==> config.mk <==
export PLATFORM = sky130hd
export DESIGN_NAME = motor_cmd_decoder
export DESIGN_NICKNAME = d
export VERILOG_FILES = /design/src/rtl/motor_cmd_decoder.sv
export SDC_FILE = /design/constraint.sdc
export NUM_CORES = 1
export LEC_CHECK = 0
export BUFFER_PORTS_ARGS = -buffer_cell sky130_fd_sc_hd__buf_2
export CAP_MARGIN = 25
export CELL_PAD_IN_SITES_DETAIL_PLACEMENT = 2
export CELL_PAD_IN_SITES_GLOBAL_PLACEMENT = 2
export CORE_AREA = 2 2 157 159
export CTS_BUF_LIST = sky130_fd_sc_hd__clkbuf_8 sky130_fd_sc_hd__clkbuf_16
export CTS_CLUSTER_SIZE = 12
export DETAILED_ROUTE_END_ITERATION = 6
export DIE_AREA = 0 0 159 161
export PLACE_DENSITY = 0.87
export SETUP_SLACK_MARGIN = 0.2
export SYNTH_ARGS = -nofsm -noshare
export SYNTH_HDL_FRONTEND = slang
export SYNTH_SLANG_ARGS = --single-unit
==> constraint.sdc <==
create_clock -name CLK -period 6 [get_ports CLK]
set_clock_uncertainty 0.2 [all_clocks]
set_input_delay 0 -clock CLK [delete_from_list [all_inputs] [get_ports CLK]]
set_output_delay 0 -clock CLK [all_outputs]
set_load 0.02 [all_outputs]
==> src/rtl/motor_cmd_decoder.sv <==
// Motor command decoder: turns SPI header/data word pairs into per-channel
// step divider, direction and enable registers, and returns the position of the selected channel.
module motor_cmd_decoder #(
  parameter int NUM_MOTORS  = 7,
  parameter int DIV_W       = 13,
  parameter int POS_W       = 20,
  parameter int TIMEOUT_CYC = 10000
) (
  input  logic                        CLK,
  input  logic                        reset,
  input  logic [15:0]                 rx_data,
  input  logic                        word_received,
  input  logic [NUM_MOTORS*POS_W-1:0] cur_position,
  output logic [NUM_MOTORS*DIV_W-1:0] divider,
  output logic [NUM_MOTORS-1:0]       move_dir,
  output logic [NUM_MOTORS-1:0]       step_ena,
  output logic [15:0]                 tx_word,
  output logic                        busy,
  output logic [7:0]                  err_cnt
);

  localparam int TW = $clog2(TIMEOUT_CYC) + 1;
  localparam logic [3:0] NM = 4'(NUM_MOTORS);
  localparam logic [TW-1:0] TLAST = TW'(TIMEOUT_CYC - 1);

  typedef enum logic {
    IDLE,
    WAIT_DATA
  } state_t;

  state_t state_q, state_d;
  logic wr_q, wr_d;
  logic [3:0] sel_q, sel_d;
  logic pend_dir_q, pend_dir_d;
  logic [TW-1:0] timer_q, timer_d;
  logic [NUM_MOTORS*DIV_W-1:0] div_q, div_d;
  logic [NUM_MOTORS-1:0] dir_q, dir_d;
  logic [NUM_MOTORS-1:0] ena_q, ena_d;
  logic [15:0] tx_q, tx_d;
  logic [7:0] err_q, err_d;

  logic accept;
  logic [3:0] idx;
  logic [1:0] err_inc;
  logic [8:0] err_sum;
  logic [POS_W-1:0] pos_sel;
  logic unused_bits;

  assign unused_bits = ^{rx_data, cur_position};

  assign accept = word_received & ~wr_q;
  assign idx    = rx_data[3:0];

  // Pick the selected channel's position for the SPI return word
  always_comb begin
    pos_sel = '0;
    for (int k = 0; k < NUM_MOTORS; k++) begin
      if (sel_q == 4'(k)) pos_sel = cur_position[k*POS_W +: POS_W];
    end
  end

  // Protocol FSM, channel register writes and error accounting
  always_comb begin
    state_d    = state_q;
    wr_d       = word_received;
    sel_d      = sel_q;
    pend_dir_d = pend_dir_q;
    timer_d    = timer_q;
    div_d      = div_q;
    dir_d      = dir_q;
    ena_d      = ena_q;
    tx_d       = pos_sel[18:3];
    err_inc    = 2'd0;
    if (accept) begin
      if (rx_data[15]) begin
        if (state_q == WAIT_DATA) begin
          for (int k = 0; k < NUM_MOTORS; k++) begin
            if (sel_q == 4'(k)) begin
              div_d[k*DIV_W +: DIV_W] = rx_data[DIV_W-1:0];
              dir_d[k] = pend_dir_q;
              ena_d[k] = rx_data[13];
            end
          end
          state_d = IDLE;
        end else begin
          err_inc = 2'd1;
        end
      end else begin
        if (state_q == WAIT_DATA) err_inc = 2'd1;
        if (idx < NM) begin
          sel_d      = idx;
          pend_dir_d = rx_data[4];
          timer_d    = '0;
          state_d    = WAIT_DATA;
        end else if (idx == 4'hF) begin
          ena_d   = '0;
          state_d = IDLE;
        end else begin
          err_inc = err_inc + 2'd1;
          state_d = IDLE;
        end
      end
    end else if (state_q == WAIT_DATA) begin
      if (timer_q == TLAST) begin
        state_d = IDLE;
        timer_d = '0;
        err_inc = 2'd1;
      end else begin
        timer_d = timer_q + 1'b1;
      end
    end
    err_sum = {1'b0, err_q} + {7'd0, err_inc};
    err_d   = err_sum[8] ? 8'hFF : err_sum[7:0];
  end

  // State registers; wr_q resets high so a held word is not taken as new
  always_ff @(posedge CLK or posedge reset) begin
    if (reset) begin
      state_q    <= IDLE;
      wr_q       <= 1'b1;
      sel_q      <= '0;
      pend_dir_q <= 1'b0;
      timer_q    <= '0;
      div_q      <= '0;
      dir_q      <= '0;
      ena_q      <= '0;
      tx_q       <= '0;
      err_q      <= '0;
    end else begin
      state_q    <= state_d;
      wr_q       <= wr_d;
      sel_q      <= sel_d;
      pend_dir_q <= pend_dir_d;
      timer_q    <= timer_d;
      div_q      <= div_d;
      dir_q      <= dir_d;
      ena_q      <= ena_d;
      tx_q       <= tx_d;
      err_q      <= err_d;
    end
  end

  assign divider  = div_q;
  assign move_dir = dir_q;
  assign step_ena = ena_q;
  assign tx_word  = tx_q;
  assign busy     = (state_q == WAIT_DATA);
  assign err_cnt  = err_q;

endmodule

==> results of run 1 <==
-- routing by layer --
layer / vias to the layer above / part of all wire / GRT usage / wire [um]
met5: - / 0 / 0 / 0
met4: 0 / 0.013 / 0.0529 / 344
met3: 22 / 0.071 / 0.0639 / 1880
met2: 219 / 0.53 / 0.393 / 14000
met1: 3093 / 0.39 / 0.233 / 10300
li1: 2683 / - / - / -
-- timing repair --
item,CTS,global route
endpoints found under the setup margin,0,0
resized for setup,0,0
hold buffers,49,0
endpoints found under the hold margin,210,0
-- placed cells by master (no fill, tap or decap), types with 5 or more instances in the layout --
master / instances
buf_2: 259
buf_4: 5
nand4_1: 7
dlygate4sd3_1: 49
inv_8: 7
a222oi_1: 16
nor2_1: 20
and2_1: 5
mux2_1: 13
mux2_4: 10
nand2_1: 50
nand3_1: 11
inv_1: 7
o21ai_0: 19
dfrtp_1: 149
a22oi_1: 6
clkbuf_16: 17
nor3_1: 5
a31oi_1: 34
mux2_2: 112
-- area by class of cell --
class	instances	area (um2)	share of cell area
well taps	324	405	0.0415
flip-flops and latches	151	3780	0.387
clock buffers	17	425	0.0435
repair buffers	317	1890	0.194
inverters	8	35.0	0.00359
multi-input cells	364	3060	0.313
clock inverters	15	171	0.0175
-- critical path, delay by kind of cell, from the launching register on --
| kind | cells | cell delay, ns |
|---|---|---|
| AND/OR/NAND/NOR | 3 | 0.89 |
| flip-flops | 1 | 0.58 |
| adder cells (fa/ha/maj) | 3 | 1.04 |
| AO/OA/AOI/OAI | 3 | 0.45 |
| buffers and inverters | 1 | 0.06 |
-- registers in the layout, indices dropped and copies added, names as in the netlist --
name / cells
wr_q: 1
busy: 1
pend_dir_q: 1
tx_word: 16
step_ena: 7
timer_q: 15
sel_q: 4
divider: 91
err_cnt: 8
move_dir: 7
-- cells by family (layout without fill, tap and decap cells) --
| family | after synthesis | in the layout | share of synthesized area |
|---|---|---|---|
| AO/OA/AOI/OAI | 94 | 94 | 0.0950 |
| multiplexers | 136 | 136 | 0.222 |
| AND/OR/NAND/NOR | 126 | 126 | 0.0994 |
| adder cells (fa/ha/maj) | 5 | 5 | 0.00992 |
| flip-flops | 151 | 151 | 0.535 |
| buffers and inverters | 45 | 357 | 0.0346 |
| XOR/XNOR | 3 | 3 | 0.00372 |
-- per-stage QoR --
step	utilization	power, mW
2_1_floorplan	-	1.90
3_3_place_gp	0.359	2.20
3_5_place_dp	0.361	2.27
4_1_cts	0.406	3.47
5_1_grt	0.408	3.62
6_report	0.408	3.44
-- power by group --
| group | switching, mW | leakage, nW | internal, mW |
|---|---|---|---|
| registers | 0.131 | 1.99 | 1.19 |
| clock network | 0.526 | 0.294 | 0.565 |
| logic | 0.580 | 2.70 | 0.443 |
-- how the worst max path moves through the flow --
stage	startpoint	endpoint	slack [ns]	depth (start not counted)
3_5_place_dp	busy$_DFF_PP0_	err_cnt[0]$_DFF_PP0_	2.73	10
3_3_place_gp	busy$_DFF_PP0_	err_cnt[4]$_DFF_PP0_	2.87	10
5_1_grt	busy$_DFF_PP0_	err_cnt[4]$_DFF_PP0_	2.45	10
6_report	busy$_DFF_PP0_	err_cnt[0]$_DFF_PP0_	2.71	10
4_1_cts	busy$_DFF_PP0_	err_cnt[0]$_DFF_PP0_	2.70	10
2_1_floorplan	reset	busy$_DFF_PP0_	1.74	1
==> qor.csv, run 1 <==
metric;value;unit
fin_crit;3.29;ns
die-height;161;um
vias_per_cell;5.03;
crit_slowest_cell;dfrtp_1;
cts_tree;done;
numPortBuffers;259;
max_freq;0.304;GHz
stdcell_area;9770;um2
hold_depth;2;
path_class;flip-flop to flip-flop;
relSlewSlack;0.314;
initial_core_util;0.295;
layout_setup_ws;2.71;ns
synth_area;7060;um2
crit-reg2reg-launch;busy$_DFF_PP0_;
clk_latency;0.43;ns
path_common_cell;ha_1;
antenna_left;0;
hold_viol;0;
pre_cts_ws;2.73;ns
layout-drive-gt1-share;0.506;
nets;1023;
cts_made_buffers;17;
fin_crit_sh;0.548;
synth_area_leaders;dfrtp_1, mux2_2, a31oi_1;
worstHoldPathType;input port to flip-flop;
drt_iter0_drc;244;
p_leak;4.98;nW
yosysTopAreaCellShare;0.532;
rsz0062_at_grt;no;
synth_ff_type;dfrtp_1;
cp_max_fo;16;
timing.hold.ws;0.0611;ns
synthArstFlopShare;1.00;
hpwl;17800;um
yosysMostFrequentCell;dfrtp_1;
tightest_slew;1.03;ns
ys_warn_count;0;
critPathMaxStageDelay;0.58;ns
finalSetupTns;0;ns
ir_drop;0.219;mV
syn_nets;724;
globalRouteTotalUtil;0.210;
max_cap_viol_count;0;
placed_cells;1112;
n_antenna_cell;0;
grt_max_degree;95;
area_growth;38.4;%
gp_congestion;0.728;
fin_cells;1196;
die-area;25600;um2
grt_pass1_wl;41600;um
synth_top_area_cell;dfrtp_1;
cts_max_path_buffers;2;
reg2regPathDepth;10;
ys_types;55;
drt_first_pass_iters;5;
netlist_instances;560;
grt_pass1_vias;7024;
post_synth.cell_area_avg;12.6;um2
pwr_density_cell;352;nW/um2
synth_common_cells;dfrtp_1, mux2_2, nand2_1;
core_region_area;24000;um2
start_kind;flip-flop;
die_w;159;um
synth_seq_area_share;0.535;
timing.rr.end;err_cnt[0]$_DFF_PP0_;
min_to;wr_q$_DFF_PP1_;
status;finished clean;
via_count;6017;
setup_viol;0;
worstPathCellList;ha_1, o21ai_0, a21oi_1, o2bb2ai_1, ha_1, inv_1, fa_1, nor3_1, nand4_1, nand2b_1;
n_fill_cell;2515;
cts_max_level;4;
clockRootBuffer;clkbuf_16;
antenna_found_initial;0;
synth_edf_count;0;
synth.ff_latch_count;151;
drv_slew;0;
worstSetupEndpointType;flip-flop;
required;6.16;ns
grt-ovfl-total;0;
cts.clk_slew.worst_paths;0.07;ns
route.detailed.drc;0;
rrSetupSlack;2.71;ns
placed_cell_area;8640;um2
num_rows;57;
wl;26600;um
io_pins;289;
arrival;3.45;ns
cts.sinks;151;
wire_per_inst;22.2;um
post-cts-setup-buffers;0;
worstHoldStart;word_received;
(Power assumes the default switching activity.)
==> run 2, diff against run 1 <==
Clock period 6 ns to 3.4 ns, I/O delays scaled along.
==> run 2 against run 1 <==
Net effect: the run now ends with negative hold slack left; total power rose by 77%; worst setup slack worse by 2.2 ns; hold slack got worse by 0.063 ns; utilization increased by 0.17 points; die area stayed put; critical endpoint is now tx_word[8]$_DFF_PP0_.
==> qor.csv, run 2 (synthesis gave the netlist of run 1 again) <==
metric;value;unit;change
status;complete, but fails checks;;
violations;negative hold slack;;
area_growth;39.0;%;
drt_first_pass_iters;6;;+1
fin_crit;2.90;ns;-0.386 ns
layout-drive-gt1-share;0.511;;+0.00505
vias_per_cell;5.00;;-0.60%
grt_pass1_wl;41600;um;about the same
crit_slowest_cell;dlygate4sd3_1;;
cts_made_buffers;17;;unchanged
drv_slew;0;;unchanged
cts_tree;done;;
p_sw_frac;0.360;;+0.000612
worstPathCellList;buf_4, mux2_2, a222oi_1, a31oi_1, dlygate4sd3_1;;
pwr-share-comb;0.298;;about the same
num_rows;57;;unchanged
path_class;flip-flop to flip-flop;;
finalSetupTns;0;ns;unchanged
fin_crit_sh;0.854;;+0.306
worstHoldPathType;input port to flip-flop;;
io_pins;289;;unchanged
die-height;161;um;unchanged
globalRouteTotalUtil;0.210;;-0.000708
cp_top_family;buffers and inverters;;
tightest_slew;0.741;ns;-0.285 ns
grt_max_degree;104;;+9.5%
intPower;3.88;mW;+76%
arrival;3.01;ns;-0.44 ns
largest_register_ffs;91;;unchanged
die-area;25600;um2;unchanged
worstSetupEndpointType;flip-flop;;
rsz0062_at_grt;no;;
p_sw;2.19;mW;+77%
path_buf_inv;2;;+1
ir_drop;0.375;mV;+72%
hold_viol;1;;+1
required;3.50;ns;-2.66 ns
cts.sinks;151;;unchanged
antenna_left;0;;unchanged
seq_area;3780;um2;unchanged
final_cell_mix;buf_2, dfrtp_1, mux2_2;;
numPortBuffers;259;;unchanged
route.detailed.drc;0;;unchanged
total_power;6.07;mW;+77%
via_count;6026;;+0.15%
gp_congestion;0.766;;+5.2%
n_fill_cell;2547;;+1.3%
mostFrequentLayoutCell;buf_2;;
n_antenna_cell;0;;unchanged
cp_max_fo;36;;+20
p_leak;5.01;nW;+0.55%
initial_core_util;0.295;;unchanged
max_freq;0.344;GHz;+13%
setup_viol;0;;unchanged
critPathMaxStageDelay;0.57;ns;about the same
start_kind;flip-flop;;
wl;26300;um;-0.90%
nets;1032;;+0.88%
multiInputGateArea;3060;um2;+0.16%
core_region_area;24000;um2;unchanged
clockRootBuffer;clkbuf_16;;
wire_per_inst;21.9;um;-1.6%
relSlewSlack;0.506;;+0.192
timing.hold.ws;-0.00235;ns;-0.0635 ns
pwr-share-clk;0.317;;about the same
cts_max_path_buffers;2;;unchanged
cts_max_level;4;;unchanged
grt-ovfl-total;0;;unchanged
drt_iter0_drc;243;;-0.41%
max_cap_viol_count;0;;unchanged
hpwl;17700;um;-0.47%
seqPwrFrac;0.385;;about the same
grt_pass1_vias;6995;;-0.41%
antenna_found_initial;0;;unchanged
die_w;159;um;unchanged
clk_latency;0.43;ns;about the same
cts.clk_slew.worst_paths;0.07;ns;about the same
pwr_density_cell;619;nW/um2;+76%
[run 2: timing repair]
action	in CTS	in global routing
setup endpoints to repair	0	6
setup buffers	0	1
hold buffers	50	0
endpoints found under the hold margin	270	0
resized for setup	0	1
[run 2: worst min-delay path, stage by stage]
cell and delay, ns:
buf_2 0.14, a31oi_1 0.11, nand2_1 0.23, nand2_1 0.09
[run 2: worst paths after layout]
| path | from | end | slack [ns] | cells after the start |
|---|---|---|---|---|
| max | sel_q[0]$_DFFE_PP0P_ | tx_word[8]$_DFF_PP0_ | 0.50 | 5 |
| min | rx_data[3] | busy$_DFF_PP0_ | -0.002 | 4 |
| max reg2reg | sel_q[0]$_DFFE_PP0P_ | tx_word[8]$_DFF_PP0_ | 0.50 | 5 |
| min reg2reg | divider[65]$_DFFE_PP0P_ | divider[65]$_DFFE_PP0P_ | 0.28 | 1 |
| max in group asynchronous | reset | sel_q[0]$_DFFE_PP0P_ | 1.73 | 5 |
| min in group asynchronous | reset | divider[72]$_DFFE_PP0P_ | 0.42 | 4 |
[run 2: final cells by class]
class	count	share of cell area
clock inverters	15	0.0170
flip-flops and latches	151	0.385
well taps	324	0.0413
multi-input cells	364	0.312
inverters	8	0.00344
clock buffers	17	0.0434
repair buffers	326	0.197
[run 2: power groups by stage]
stage          Combinational (mW)  Sequential (mW)  Clock (mW)
2_1_floorplan               0.687             2.66           0
6_report                     1.81             2.34        1.92
3_3_place_gp                 1.59             2.33           0
4_1_cts                      1.82             2.34        1.98
5_1_grt                      1.96             2.38        2.05
3_5_place_dp                 1.66             2.37           0
[run 2: layer usage]
metal / vias up / wire [um] / global-route usage
met5: - / 0 / 0
met4: 0 / 455 / 0.0558
met3: 28 / 1690 / 0.0624
met2: 208 / 13600 / 0.383
met1: 3095 / 10600 / 0.240
li1: 2695 / - / -
[run 2: through the flow]
stage | util | area [um2] | worst slack [ns] | cells | hold slack (ns)
floorplan | - | 7060 | 0.687 | 560 | -0.196
global placement | 0.363 | 8710 | 0.473 | 1122 | -0.279
detailed placement | 0.363 | 8710 | 0.252 | 1122 | -0.273
CTS | 0.409 | 9800 | 0.239 | 1204 | 0.000974
global route | 0.409 | 9810 | 0.317 | 1205 | 0.0395
finish | 0.409 | 9810 | 0.497 | 1205 | -0.00235
==> run 3, diff against run 2 <==
Settings changed: BUFFER_PORTS_ARGS -buffer_cell sky130_fd_sc_hd__buf_2 to -buffer_cell sky130_fd_sc_hd__buf_4.
==> run 3 against run 2 <==
Net effect: the flow now finishes without violations; design area grew 6.7%; maximum frequency grew 1.0%; flip-flop and latch count is the same; first-iteration DRC count shrank 5.3%; sequential share of layout area shrank 2.4 points; critical path type is now input port to flip-flop; critical endpoint is now err_cnt[4]$_DFF_PP0_; largest power group unchanged.
==> qor.csv, run 3 (synthesis gave the netlist of run 1 again) <==
metric;value;unit;change
drv_slew;0;;unchanged
hpwl;17800;um;+0.39%
cp_max_fo;11;;-69%
path_buf_inv;4;;+2
worstPathCellList;dlygate4sd3_1, buf_4, nand4_1, ha_1, o21ai_0, a21oi_1, o2bb2ai_1, ha_1, inv_1, fa_2, nor3_4, nand4_1, buf_4, o21ai_0;;
grt_max_degree;152;;+46%
fin_crit_sh;0.845;;-0.00860
cp_top_family;buffers and inverters;;
cts.sinks;151;;unchanged
io_pins;289;;unchanged
arrival;3.01;ns;about the same
cts_max_path_buffers;2;;unchanged
final_util;0.437;;+0.0274
worstSetupEndpointType;flip-flop;;
fin_crit;2.87;ns;-0.0292 ns
antenna_left;0;;unchanged
cts_made_buffers;17;;unchanged
placed_cell_area;9360;um2;+7.5%
die-height;161;um;unchanged
cts.clk_slew.worst_paths;0.07;ns;about the same
worstHoldPathType;input port to flip-flop;;
timing.rr.end;err_cnt[4]$_DFF_PP0_;;
hold_depth;4;;unchanged
crit_slowest_cell;dlygate4sd3_1;;
critPathMaxStageDelay;0.56;ns;about the same
timing.hold.ws;0.0171;ns;+0.0195 ns
layout-drive-gt1-share;0.512;;+0.00116
cts_tree;done;;
worstHoldStart;rx_data[13];;
area_growth;48.3;%;
p_leak;5.15;nW;+2.8%
drt_first_pass_iters;5;;-1
num_rows;57;;unchanged
largest_register_ffs;91;;unchanged
path_class;input port to flip-flop;;
clockRootBuffer;clkbuf_16;;
total_power;6.33;mW;+4.2%
wl;27400;um;+3.9%
die-area;25600;um2;unchanged
max_cap_viol_count;0;;unchanged
drt_iter0_drc;230;;-5.3%
antenna_found_initial;0;;unchanged
clk_latency;0.44;ns;about the same
ir_drop;0.304;mV;-19%
relSlewSlack;0.421;;-0.0851
mostFrequentLayoutCell;buf_4;;
n_antenna_cell;0;;unchanged
route.detailed.drc;0;;unchanged
tightest_slew;0.868;ns;+0.128 ns
vias_per_cell;4.98;;-0.37%
grt_pass1_vias;7010;;+0.21%
nets;1030;;-0.19%
rsz0062_at_grt;no;;
grt-ovfl-total;0;;unchanged
final_cell_mix;buf_4, dfrtp_1, mux2_2;;
finalSetupTns;0;ns;unchanged
core_region_area;24000;um2;unchanged
stdcell_area;10500;um2;+6.7%
hold_viol;0;;-1
globalRouteTotalUtil;0.217;;+0.00765
setup_viol;0;;unchanged
rrSetupSlack;0.56;ns;+0.06 ns
numPortBuffers;259;;unchanged
initial_core_util;0.295;;unchanged
min_to;step_ena[2]$_DFFE_PP0P_;;
pwr_density_cell;604;nW/um2;-2.3%
die_w;159;um;unchanged
required;3.54;ns;+0.04 ns
cts_max_level;4;;unchanged
via_count;5994;;-0.53%
reg2regPathDepth;11;;+6
start_kind;input port;;
grt_pass1_wl;42700;um;+2.6%
status;finished clean;;
wire_per_inst;22.7;um;+4.0%
gp_congestion;0.776;;+1.4%
crit-reg2reg-launch;timer_q[0]$_DFFE_PP0P_;;
max_freq;0.348;GHz;+1.0%
-- run 3: how the worst max path moves through the flow --
stage,start,endpoint,slack [ns],depth (start not counted)
after floorplan,busy$_DFF_PP0_,err_cnt[4]$_DFF_PP0_,0.69,10
after global placement,timer_q[0]$_DFFE_PP0P_,err_cnt[4]$_DFF_PP0_,0.45,10
after detailed placement,timer_q[0]$_DFFE_PP0P_,err_cnt[4]$_DFF_PP0_,0.22,10
after CTS,rx_data[2],err_cnt[4]$_DFF_PP0_,0.33,13
after global routing,rx_data[1],err_cnt[4]$_DFF_PP0_,0.30,14
final,rx_data[1],err_cnt[4]$_DFF_PP0_,0.53,14
-- run 3: tightest hold or removal path: cells and delay by family --
kind                   cells  cell delay, ns
buffers and inverters      1            0.12
AND/OR/NAND/NOR            1            0.24
AO/OA/AOI/OAI              2            0.24
-- run 3: per-layer routing --
layer  share of wire  global-route usage  vias up
li1                -                   -     2691
met1            0.39               0.243     3071
met3           0.069              0.0734       26
met2            0.53               0.399      206
met5               0                   0        -
met4           0.014              0.0517        0
-- run 3: final cells by class --
class / count / area, um2
Fill cell: 2463 / 13500
Timing Repair Buffer: 324 / 2580
Multi-Input combinational cell: 364 / 3070
Clock buffer: 17 / 425
Clock inverter: 15 / 171
Inverter: 8 / 33.8
Sequential cell: 151 / 3780
Tap cell: 324 / 405
-- run 3: repair_timing --
action / CTS / global route
buffers inserted: 0 / 1
hold buffers: 49 / 0
gates cloned: 0 / 0
hold endpoints to repair: 271 / 0
pin swaps: 0 / 1
gates resized for setup: 1 / 2
setup endpoints to repair: 1 / 6
-- run 3: per-stage QoR --
step	worst slack, ns	cells
3_3_place_gp	0.451	1121
6_report	0.526	1203
3_5_place_dp	0.223	1121
5_1_grt	0.297	1203
2_1_floorplan	0.687	560
4_1_cts	0.332	1202
-- run 3: where the power goes --
group / switching (mW) / total [mW] / internal (mW)
sequential: 0.255 / 2.36 / 2.11
clock: 0.944 / 1.94 / 0.995
combinational: 1.04 / 2.03 / 0.986
